==> src/rtl/audio_conditioner_if.sv <==
// Audio conditioner bus: raw core samples and controls in, captured HDMI-side
// samples, sample clock, strobe and clip status out.
interface audio_conditioner_if #(
  parameter int CHANNELS  = 2,
  parameter int IN_WIDTH  = 18,
  parameter int OUT_WIDTH = 16,
  parameter int VOL_BITS  = 2
);

  logic [CHANNELS*IN_WIDTH-1:0]  audio_in;
  logic [VOL_BITS-1:0]           volume;
  logic                          clip_clr;
  logic [CHANNELS*OUT_WIDTH-1:0] audio_out;
  logic                          audio_clk;
  logic                          sample_strobe;
  logic [CHANNELS-1:0]           clip;

  // Side that supplies samples and controls (core / testbench).
  modport master (
    output audio_in,
    output volume,
    output clip_clr,
    input  audio_out,
    input  audio_clk,
    input  sample_strobe,
    input  clip
  );

  // The conditioner itself.
  modport slave (
    input  audio_in,
    input  volume,
    input  clip_clr,
    output audio_out,
    output audio_clk,
    output sample_strobe,
    output clip
  );

endinterface

==> src/rtl/audio_conditioner.sv <==
// N-channel audio back-end: pre-shift and saturate each raw sample, apply a
// ramped power-of-two volume, and capture all channels together on the rising
// edge of a fractional-NCO generated sample clock.
module audio_conditioner #(
  parameter int CHANNELS  = 2,
  parameter int IN_WIDTH  = 18,
  parameter int OUT_WIDTH = 16,
  parameter int PRESHIFT  = 1,
  parameter int VOL_BITS  = 2,
  parameter int CLK_HZ    = 32000000,
  parameter int RATE_HZ   = 48000
) (
  input  logic               clk,
  input  logic               reset,
  audio_conditioner_if.slave bus
);

  // The NCO ticks twice per output sample (once per audio_clk half period).
  localparam int INC   = 2 * RATE_HZ;
  localparam int ACC_W = $clog2(CLK_HZ + INC);

  localparam logic [ACC_W:0] INC_W = (ACC_W + 1)'(INC);
  localparam logic [ACC_W:0] CLK_W = (ACC_W + 1)'(CLK_HZ);

  localparam logic [VOL_BITS-1:0] VOL_MAX = {VOL_BITS{1'b1}};

  // Saturation limits expressed at input width so the comparison is exact.
  localparam logic signed [IN_WIDTH-1:0] SAT_MAX =
    {{(IN_WIDTH - OUT_WIDTH + 1){1'b0}}, {(OUT_WIDTH - 1){1'b1}}};
  localparam logic signed [IN_WIDTH-1:0] SAT_MIN =
    {{(IN_WIDTH - OUT_WIDTH + 1){1'b1}}, {(OUT_WIDTH - 1){1'b0}}};
  localparam logic signed [OUT_WIDTH-1:0] OUT_MAX = {1'b0, {(OUT_WIDTH - 1){1'b1}}};
  localparam logic signed [OUT_WIDTH-1:0] OUT_MIN = {1'b1, {(OUT_WIDTH - 1){1'b0}}};

  logic [ACC_W-1:0]    acc_q;
  logic [ACC_W-1:0]    acc_d;
  logic [ACC_W:0]      acc_sum;
  logic [ACC_W:0]      acc_wrap;
  logic                tick;
  logic                capture;
  logic                audio_clk_q;
  logic                strobe_q;
  logic [VOL_BITS-1:0] cur_vol_q;
  logic [VOL_BITS-1:0] cur_vol_d;
  logic [VOL_BITS-1:0] shamt;

  // Phase accumulator: add 2*RATE each clk, wrap by CLK_HZ and tick on wrap,
  // which gives an exact long-term average rate.
  always_comb begin
    acc_sum  = {1'b0, acc_q} + INC_W;
    acc_wrap = acc_sum - CLK_W;
    tick     = (acc_sum >= CLK_W);
    acc_d    = tick ? acc_wrap[ACC_W-1:0] : acc_sum[ACC_W-1:0];
  end

  // A tick while audio_clk is low is the one that raises it: that is a capture.
  assign capture = tick & ~audio_clk_q;

  // NCO state, sample clock and the one-cycle capture strobe.
  always_ff @(posedge clk or posedge reset) begin
    if (reset) begin
      acc_q       <= '0;
      audio_clk_q <= 1'b0;
      strobe_q    <= 1'b0;
    end else begin
      acc_q    <= acc_d;
      strobe_q <= capture;
      if (tick) begin
        audio_clk_q <= ~audio_clk_q;
      end
    end
  end

  // Volume ramp: one step toward the target per captured sample, so a target
  // change mid-ramp simply redirects the next step.
  always_comb begin
    cur_vol_d = cur_vol_q;
    if (capture) begin
      if (cur_vol_q < bus.volume) begin
        cur_vol_d = cur_vol_q + 1'b1;
      end else if (cur_vol_q > bus.volume) begin
        cur_vol_d = cur_vol_q - 1'b1;
      end
    end
  end

  // Current applied volume; starts muted so the output fades in after reset.
  always_ff @(posedge clk or posedge reset) begin
    if (reset) begin
      cur_vol_q <= '0;
    end else begin
      cur_vol_q <= cur_vol_d;
    end
  end

  // Full volume is a shift of zero; each step down halves the level.
  assign shamt = VOL_MAX - cur_vol_q;

  assign bus.audio_clk     = audio_clk_q;
  assign bus.sample_strobe = strobe_q;

  genvar gi;
  generate
    for (gi = 0; gi < CHANNELS; gi++) begin : g_ch
      logic signed [IN_WIDTH-1:0]  x;
      logic                        sat_hi;
      logic                        sat_lo;
      logic signed [OUT_WIDTH-1:0] s1_d;
      logic signed [OUT_WIDTH-1:0] s1_q;
      logic signed [OUT_WIDTH-1:0] s2_d;
      logic signed [OUT_WIDTH-1:0] s2_q;
      logic signed [OUT_WIDTH-1:0] out_q;
      logic                        clip_d;
      logic                        clip_q;

      // Pre-shift then clamp; the arithmetic shift keeps the sign, so the most
      // negative input lands on the negative rail rather than wrapping.
      always_comb begin
        x      = $signed(bus.audio_in[gi*IN_WIDTH +: IN_WIDTH]) >>> PRESHIFT;
        sat_hi = (x > SAT_MAX);
        sat_lo = (x < SAT_MIN);
        if (sat_hi) begin
          s1_d = OUT_MAX;
        end else if (sat_lo) begin
          s1_d = OUT_MIN;
        end else begin
          s1_d = x[OUT_WIDTH-1:0];
        end
        // Fresh saturation takes priority over a simultaneous clear.
        clip_d = sat_hi | sat_lo | (clip_q & ~bus.clip_clr);
      end

      // Volume stage: mute at zero, otherwise a sign-preserving right shift.
      always_comb begin
        if (cur_vol_q == '0) begin
          s2_d = '0;
        end else begin
          s2_d = s1_q >>> shamt;
        end
      end

      // Two-stage sample pipeline, sticky clip flag and the captured output.
      always_ff @(posedge clk or posedge reset) begin
        if (reset) begin
          s1_q   <= '0;
          s2_q   <= '0;
          out_q  <= '0;
          clip_q <= 1'b0;
        end else begin
          s1_q   <= s1_d;
          s2_q   <= s2_d;
          clip_q <= clip_d;
          if (capture) begin
            out_q <= s2_q;
          end
        end
      end

      assign bus.audio_out[gi*OUT_WIDTH +: OUT_WIDTH] = out_q;
      assign bus.clip[gi]                             = clip_q;
    end
  endgenerate

endmodule

==> src/flat_wrapper.sv <==
// flat-port wrapper written by rule: the top's interface ports become plain ports
module audio_conditioner_flat 
#(
  parameter int CHANNELS  = 2,
  parameter int IN_WIDTH  = 18,
  parameter int OUT_WIDTH = 16,
  parameter int PRESHIFT  = 1,
  parameter int VOL_BITS  = 2,
  parameter int CLK_HZ    = 32000000,
  parameter int RATE_HZ   = 48000
)
  (clk, reset, bus_audio_in, bus_volume, bus_clip_clr, bus_audio_out, bus_audio_clk, bus_sample_strobe, bus_clip);
  audio_conditioner_if #(.CHANNELS(CHANNELS), .IN_WIDTH(IN_WIDTH), .OUT_WIDTH(OUT_WIDTH), .VOL_BITS(VOL_BITS)) bus_i ();
  input  logic clk;
  input  logic reset;
  input wire logic [$bits(bus_i.audio_in)-1:0] bus_audio_in;
  input wire logic [$bits(bus_i.volume)-1:0] bus_volume;
  input wire logic [$bits(bus_i.clip_clr)-1:0] bus_clip_clr;
  output wire logic [$bits(bus_i.audio_out)-1:0] bus_audio_out;
  output wire logic [$bits(bus_i.audio_clk)-1:0] bus_audio_clk;
  output wire logic [$bits(bus_i.sample_strobe)-1:0] bus_sample_strobe;
  output wire logic [$bits(bus_i.clip)-1:0] bus_clip;
  assign bus_i.audio_in = bus_audio_in;
  assign bus_i.volume = bus_volume;
  assign bus_i.clip_clr = bus_clip_clr;
  assign bus_audio_out = bus_i.audio_out;
  assign bus_audio_clk = bus_i.audio_clk;
  assign bus_sample_strobe = bus_i.sample_strobe;
  assign bus_clip = bus_i.clip;
  audio_conditioner #(.CHANNELS(CHANNELS), .IN_WIDTH(IN_WIDTH), .OUT_WIDTH(OUT_WIDTH), .PRESHIFT(PRESHIFT), .VOL_BITS(VOL_BITS), .CLK_HZ(CLK_HZ), .RATE_HZ(RATE_HZ)) u_core (.clk(clk), .reset(reset), .bus(bus_i));
endmodule
==> config.mk <==
export PLATFORM = sky130hd
export DESIGN_NAME = audio_conditioner_flat
export DESIGN_NICKNAME = d
export VERILOG_FILES = /design/src/rtl/audio_conditioner_if.sv /design/src/rtl/audio_conditioner.sv /design/src/flat_wrapper.sv
export SDC_FILE = /design/constraint.sdc
export NUM_CORES = 1
export LEC_CHECK = 0
export BUFFER_PORTS_ARGS = -buffer_cell sky130_fd_sc_hd__buf_2
export CAP_MARGIN = 20
export CORE_ASPECT_RATIO = 0.6
export CORE_MARGIN = 5
export CORE_UTILIZATION = 60
export DETAILED_ROUTE_END_ITERATION = 7
export GPL_TIMING_DRIVEN = 1
export PLACE_DENSITY = 0.93
export SYNTH_ARGS = -nofsm -noshare
export SYNTH_HDL_FRONTEND = slang
export SYNTH_SLANG_ARGS = --single-unit
export TNS_END_PERCENT = 20
==> constraint.sdc <==
create_clock -name clk -period 6.69 [get_ports clk]
set_input_delay 1.338 -clock clk [delete_from_list [all_inputs] [get_ports clk]]
set_output_delay 1.338 -clock clk [all_outputs]
set_load 0.005 [all_outputs]
==> results.sh <==
export IMPL_status="finished, final reports clean"
export IMPL_crit_path_max_fanout=33
export IMPL_fin_ws_ns=3.191
export IMPL_clock_latency_ns=0.40
export IMPL_post_cts_buffers=0
export IMPL_ys_seq_area_share_pct=51.27
export IMPL_hold_buffers=0
export IMPL_place_inst=705
export IMPL_cts_repair_resized=0
export IMPL_r2r_end="u_core.g_ch[0].out_q[14]$_DFFE_PP0P_"
export IMPL_finalClockSkew_ns=0.005886
export IMPL_rr_worst_depth=10
export IMPL_crit_family="compound AO/OA/AOI/OAI gates"
export IMPL_detail_route_wl_per_cell_um=18.76
export IMPL_worstHoldPathType="reg -> reg"
export IMPL_whs_path_depth=1
export IMPL_area_growth_synth_to_final_pct=17.32
export IMPL_fin_nets=639
export IMPL_clk_pin_slew_ns=0.05
export IMPL_fin_tns_setup_ns=0
export IMPL_cp_data_arrival_time_ns=3.78
export IMPL_cts_root_buf="clkbuf_16"
export IMPL_worst_setup_path_start_kind="flop"
export IMPL_holdWs_ns=0.4761
export IMPL_synth_area_um2=5808
export IMPL_max_cap_violations=0
export IMPL_die_h_um=86.21
export IMPL_r2r_start="u_core.acc_q[8]$_DFF_PP0_"
export IMPL_tightest_slew_ns=0.8778
export IMPL_yosysTopAreaCellShare_pct=51.27
export IMPL_syn_num_nets=579
export IMPL_drc=0
export IMPL_synthCells=534
export IMPL_critPathKind="reg -> reg"
export IMPL_synthArstFlopShare_pct=100.0
export IMPL_rsz0062_at_grt="no"
export IMPL_slowest_delay_ns=0.66
export IMPL_slew_viol_final=0
export IMPL_synth_top_cells_by_area="dfrtp_1 (51%), mux2_4 (7.5%), a21oi_1 (5.5%)"
export IMPL_powerDensity_nw_per_um2=277.2
export IMPL_syn_area_per_cell_um2=10.88
export IMPL_antenna_left=0
export IMPL_numCtsBuffers=17
export IMPL_critPathCaptureType="flop"
export IMPL_relSlewSlack_pct=41.48
export IMPL_core_um2=9290
export IMPL_die_area_um2=11810
export IMPL_grt_pass1_vias=4251
export IMPL_grt_pass1_wl_um=22110
export IMPL_p_leak_nw=3.144
export IMPL_port_buffer_count=74
export IMPL_die_x_um=137.0
export IMPL_crit_chain="inv_1 > ha_1 > nand2b_1 > a211oi_1 > xnor2_1 > o21bai_4 > o311ai_4 > a21oi_4 > buf_4 > mux2_4"
export IMPL_io_pins=77
export IMPL_synth_flop_cell="dfrtp_1"
export IMPL_grt_usage_pct=24.57
export IMPL_synth_warnings=0
export IMPL_hp_start="u_core.g_ch[1].s2_q[7]$_DFF_PP0_"
export IMPL_overflow=0
export IMPL_dr_pass1_iters=6
export IMPL_synth_area_leader_cell="dfrtp_1"
export IMPL_diodes=0
export IMPL_fin_crit_ns=3.499
export IMPL_viasPerCell=5.942
export IMPL_synth_cell_types=60
export IMPL_finalSetupViolations=0
export IMPL_drive_gt1_share_pct=25.74
export IMPL_critPathBufInv=2
export IMPL_initial_utilization_pct=62.52
export IMPL_htreeDepth=4
export IMPL_ctsLongestPathBuffers=2
export IMPL_synth_edf_count=0
export IMPL_wirelength_um=13810
export IMPL_via_count=4373
export IMPL_synth_top_cells_by_count="dfrtp_1 (119), a21oi_1 (64), nand2_1 (55), o21ai_0 (38), nor2_1 (36)"
export IMPL_reg2reg_slack_ns=3.19
export IMPL_hold_viol=0
export IMPL_preCtsSetupSlack_ns=3.328
export IMPL_ys_seq_elements=119
export IMPL_fillers=599
export IMPL_holdPathEnd="u_core.g_ch[1].out_q[7]$_DFFE_PP0P_"
export IMPL_crit_required_ns=6.97
export IMPL_drtIter0Drc=619
export IMPL_max_vdd_ir_drop_mv=0.1972
export IMPL_dp_hpwl_um=9435
export IMPL_gp_congestion=0.8814
export IMPL_cts_tree="yes"
export IMPL_period_share_pct=52.31
export IMPL_timing_fmax_mhz=285.8
export IMPL_cts_num_sinks=119
export IMPL_antenna_found_initial=0
export IMPL_yosys_cell_count_top_type="dfrtp_1"
export IMPL_grt_max_degree=75
export IMPL_stdcell_count=736
export IMPL_critPathSlowestCell="o311ai_4"
export IMPL_rows=27
## logic make-up (layout without fill, tap and decap cells)
logic type	count (synthesis)	count (layout)	share of synthesized area [%]
XOR/XNOR	24	24	3.619
adder cells (fa/ha/maj)	4	4	0.8617
AND/OR/NAND/NOR	132	132	10.73
AO/OA/AOI/OAI	140	140	15.10
buffers and inverters	50	122	4.567
flip-flops	119	119	51.27
multiplexers	65	65	13.85
## placed cells by master, fill, tap and decap left out, types with 4 or more instances in the layout
| cell | n |
|---|---|
| clkbuf_8 | 4 |
| and2_1 | 4 |
| o21ai_0 | 38 |
| xor2_1 | 8 |
| a211oi_1 | 6 |
| a21oi_1 | 64 |
| dfrtp_1 | 118 |
| bufinv_16 | 5 |
| mux2_2 | 7 |
| clkbuf_16 | 17 |
| buf_2 | 74 |
| nand3_1 | 5 |
| buf_4 | 4 |
| mux2i_1 | 29 |
| nand2_1 | 55 |
| nor3_1 | 8 |
| ha_1 | 4 |
| o211ai_1 | 4 |
| xnor2_1 | 16 |
| nor2_1 | 36 |
| inv_1 | 12 |
| mux2_4 | 29 |
## where the power goes
part | total, mW | switching, mW | leakage, nW | internal (mW)
sequential | 0.776 | 0.0215 | 1.49 | 0.754
clock | 0.997 | 0.300 | 0.319 | 0.697
combinational | 0.116 | 0.0751 | 1.33 | 0.0410
total | 1.89 | 0.397 | 3.14 | 1.49
## layer usage
| metal | global-route usage [%] | routed length, µm | up-vias | share of wire [%] |
|---|---|---|---|---|
| met2 | 33.66 | 5785 | 245 | 42 |
| met5 | 0 | 0 | - | 0 |
| met3 | 7.309 | 1380 | 35 | 10 |
| li1 | - | - | 1990 | - |
| met1 | 36.93 | 6305 | 2103 | 46 |
| met4 | 9.058 | 339 | 0 | 2.5 |
## worst register-to-register path, stage by stage, from the launching register on
cell      delay [ns]
dfrtp_1         0.47
inv_1           0.09
ha_1            0.27
nand2b_1        0.23
a211oi_1        0.13
xnor2_1         0.52
o21bai_4        0.18
o311ai_4        0.66
a21oi_4         0.11
buf_4           0.34
mux2_4          0.38
## area by class of cell
| cell class | instances | area (µm²) | share of cell area (%) |
|---|---|---|---|
| sequential | 119 | 2979 | 43.72 |
| clock inverter | 8 | 167.7 | 2.461 |
| timing repair buffer | 78 | 400.4 | 5.876 |
| multi-input combinational | 365 | 2565 | 37.64 |
| inverter | 13 | 51.30 | 0.7528 |
| clock buffer | 23 | 488.0 | 7.161 |
| tap | 130 | 162.7 | 2.387 |
## registers in the layout (all words and copies together) (netlist names)
signal,count
u_core.bus.sample_strobe,1
u_core.acc_q,17
u_core.cur_vol_q,2
u_core.bus.audio_clk,1
u_core.g_ch.out_q,32
u_core.g_ch.s2_q,32
u_core.g_ch.s1_q,32
u_core.g_ch.clip_q,2
## how the worst max path moves through the flow
stage                                    startpoint                              endpoint  slack, ns  cells past startpoint
after CTS                 u_core.acc_q[8]$_DFF_PP0_  u_core.g_ch[0].out_q[14]$_DFFE_PP0P_       3.30                     10
after detailed placement  u_core.acc_q[8]$_DFF_PP0_   u_core.g_ch[0].out_q[3]$_DFFE_PP0P_       3.33                     10
after floorplan                               reset            u_core.acc_q[10]$_DFF_PP0_       2.19                      1
final                     u_core.acc_q[8]$_DFF_PP0_  u_core.g_ch[0].out_q[14]$_DFFE_PP0P_       3.19                     10
after global routing      u_core.acc_q[8]$_DFF_PP0_   u_core.g_ch[1].out_q[6]$_DFFE_PP0P_       2.99                     10
after global placement    u_core.acc_q[8]$_DFF_PP0_   u_core.g_ch[1].out_q[9]$_DFFE_PP0P_       3.44                     10
## per-stage QoR
| step | area [µm²] | util [%] | power, mW |
|---|---|---|---|
| 3_3_place_gp | 6158 | 66.29 | 0.8869 |
| 4_1_cts | 6814 | 73.35 | 1.896 |
| 5_1_grt | 6814 | 73.35 | 1.954 |
| 2_1_floorplan | 5808 | - | 0.8546 |
| 6_report | 6814 | 73.35 | 1.889 |
| 3_5_place_dp | 6158 | 66.29 | 0.8972 |
Note: power is estimated with default switching activity, not from simulation.
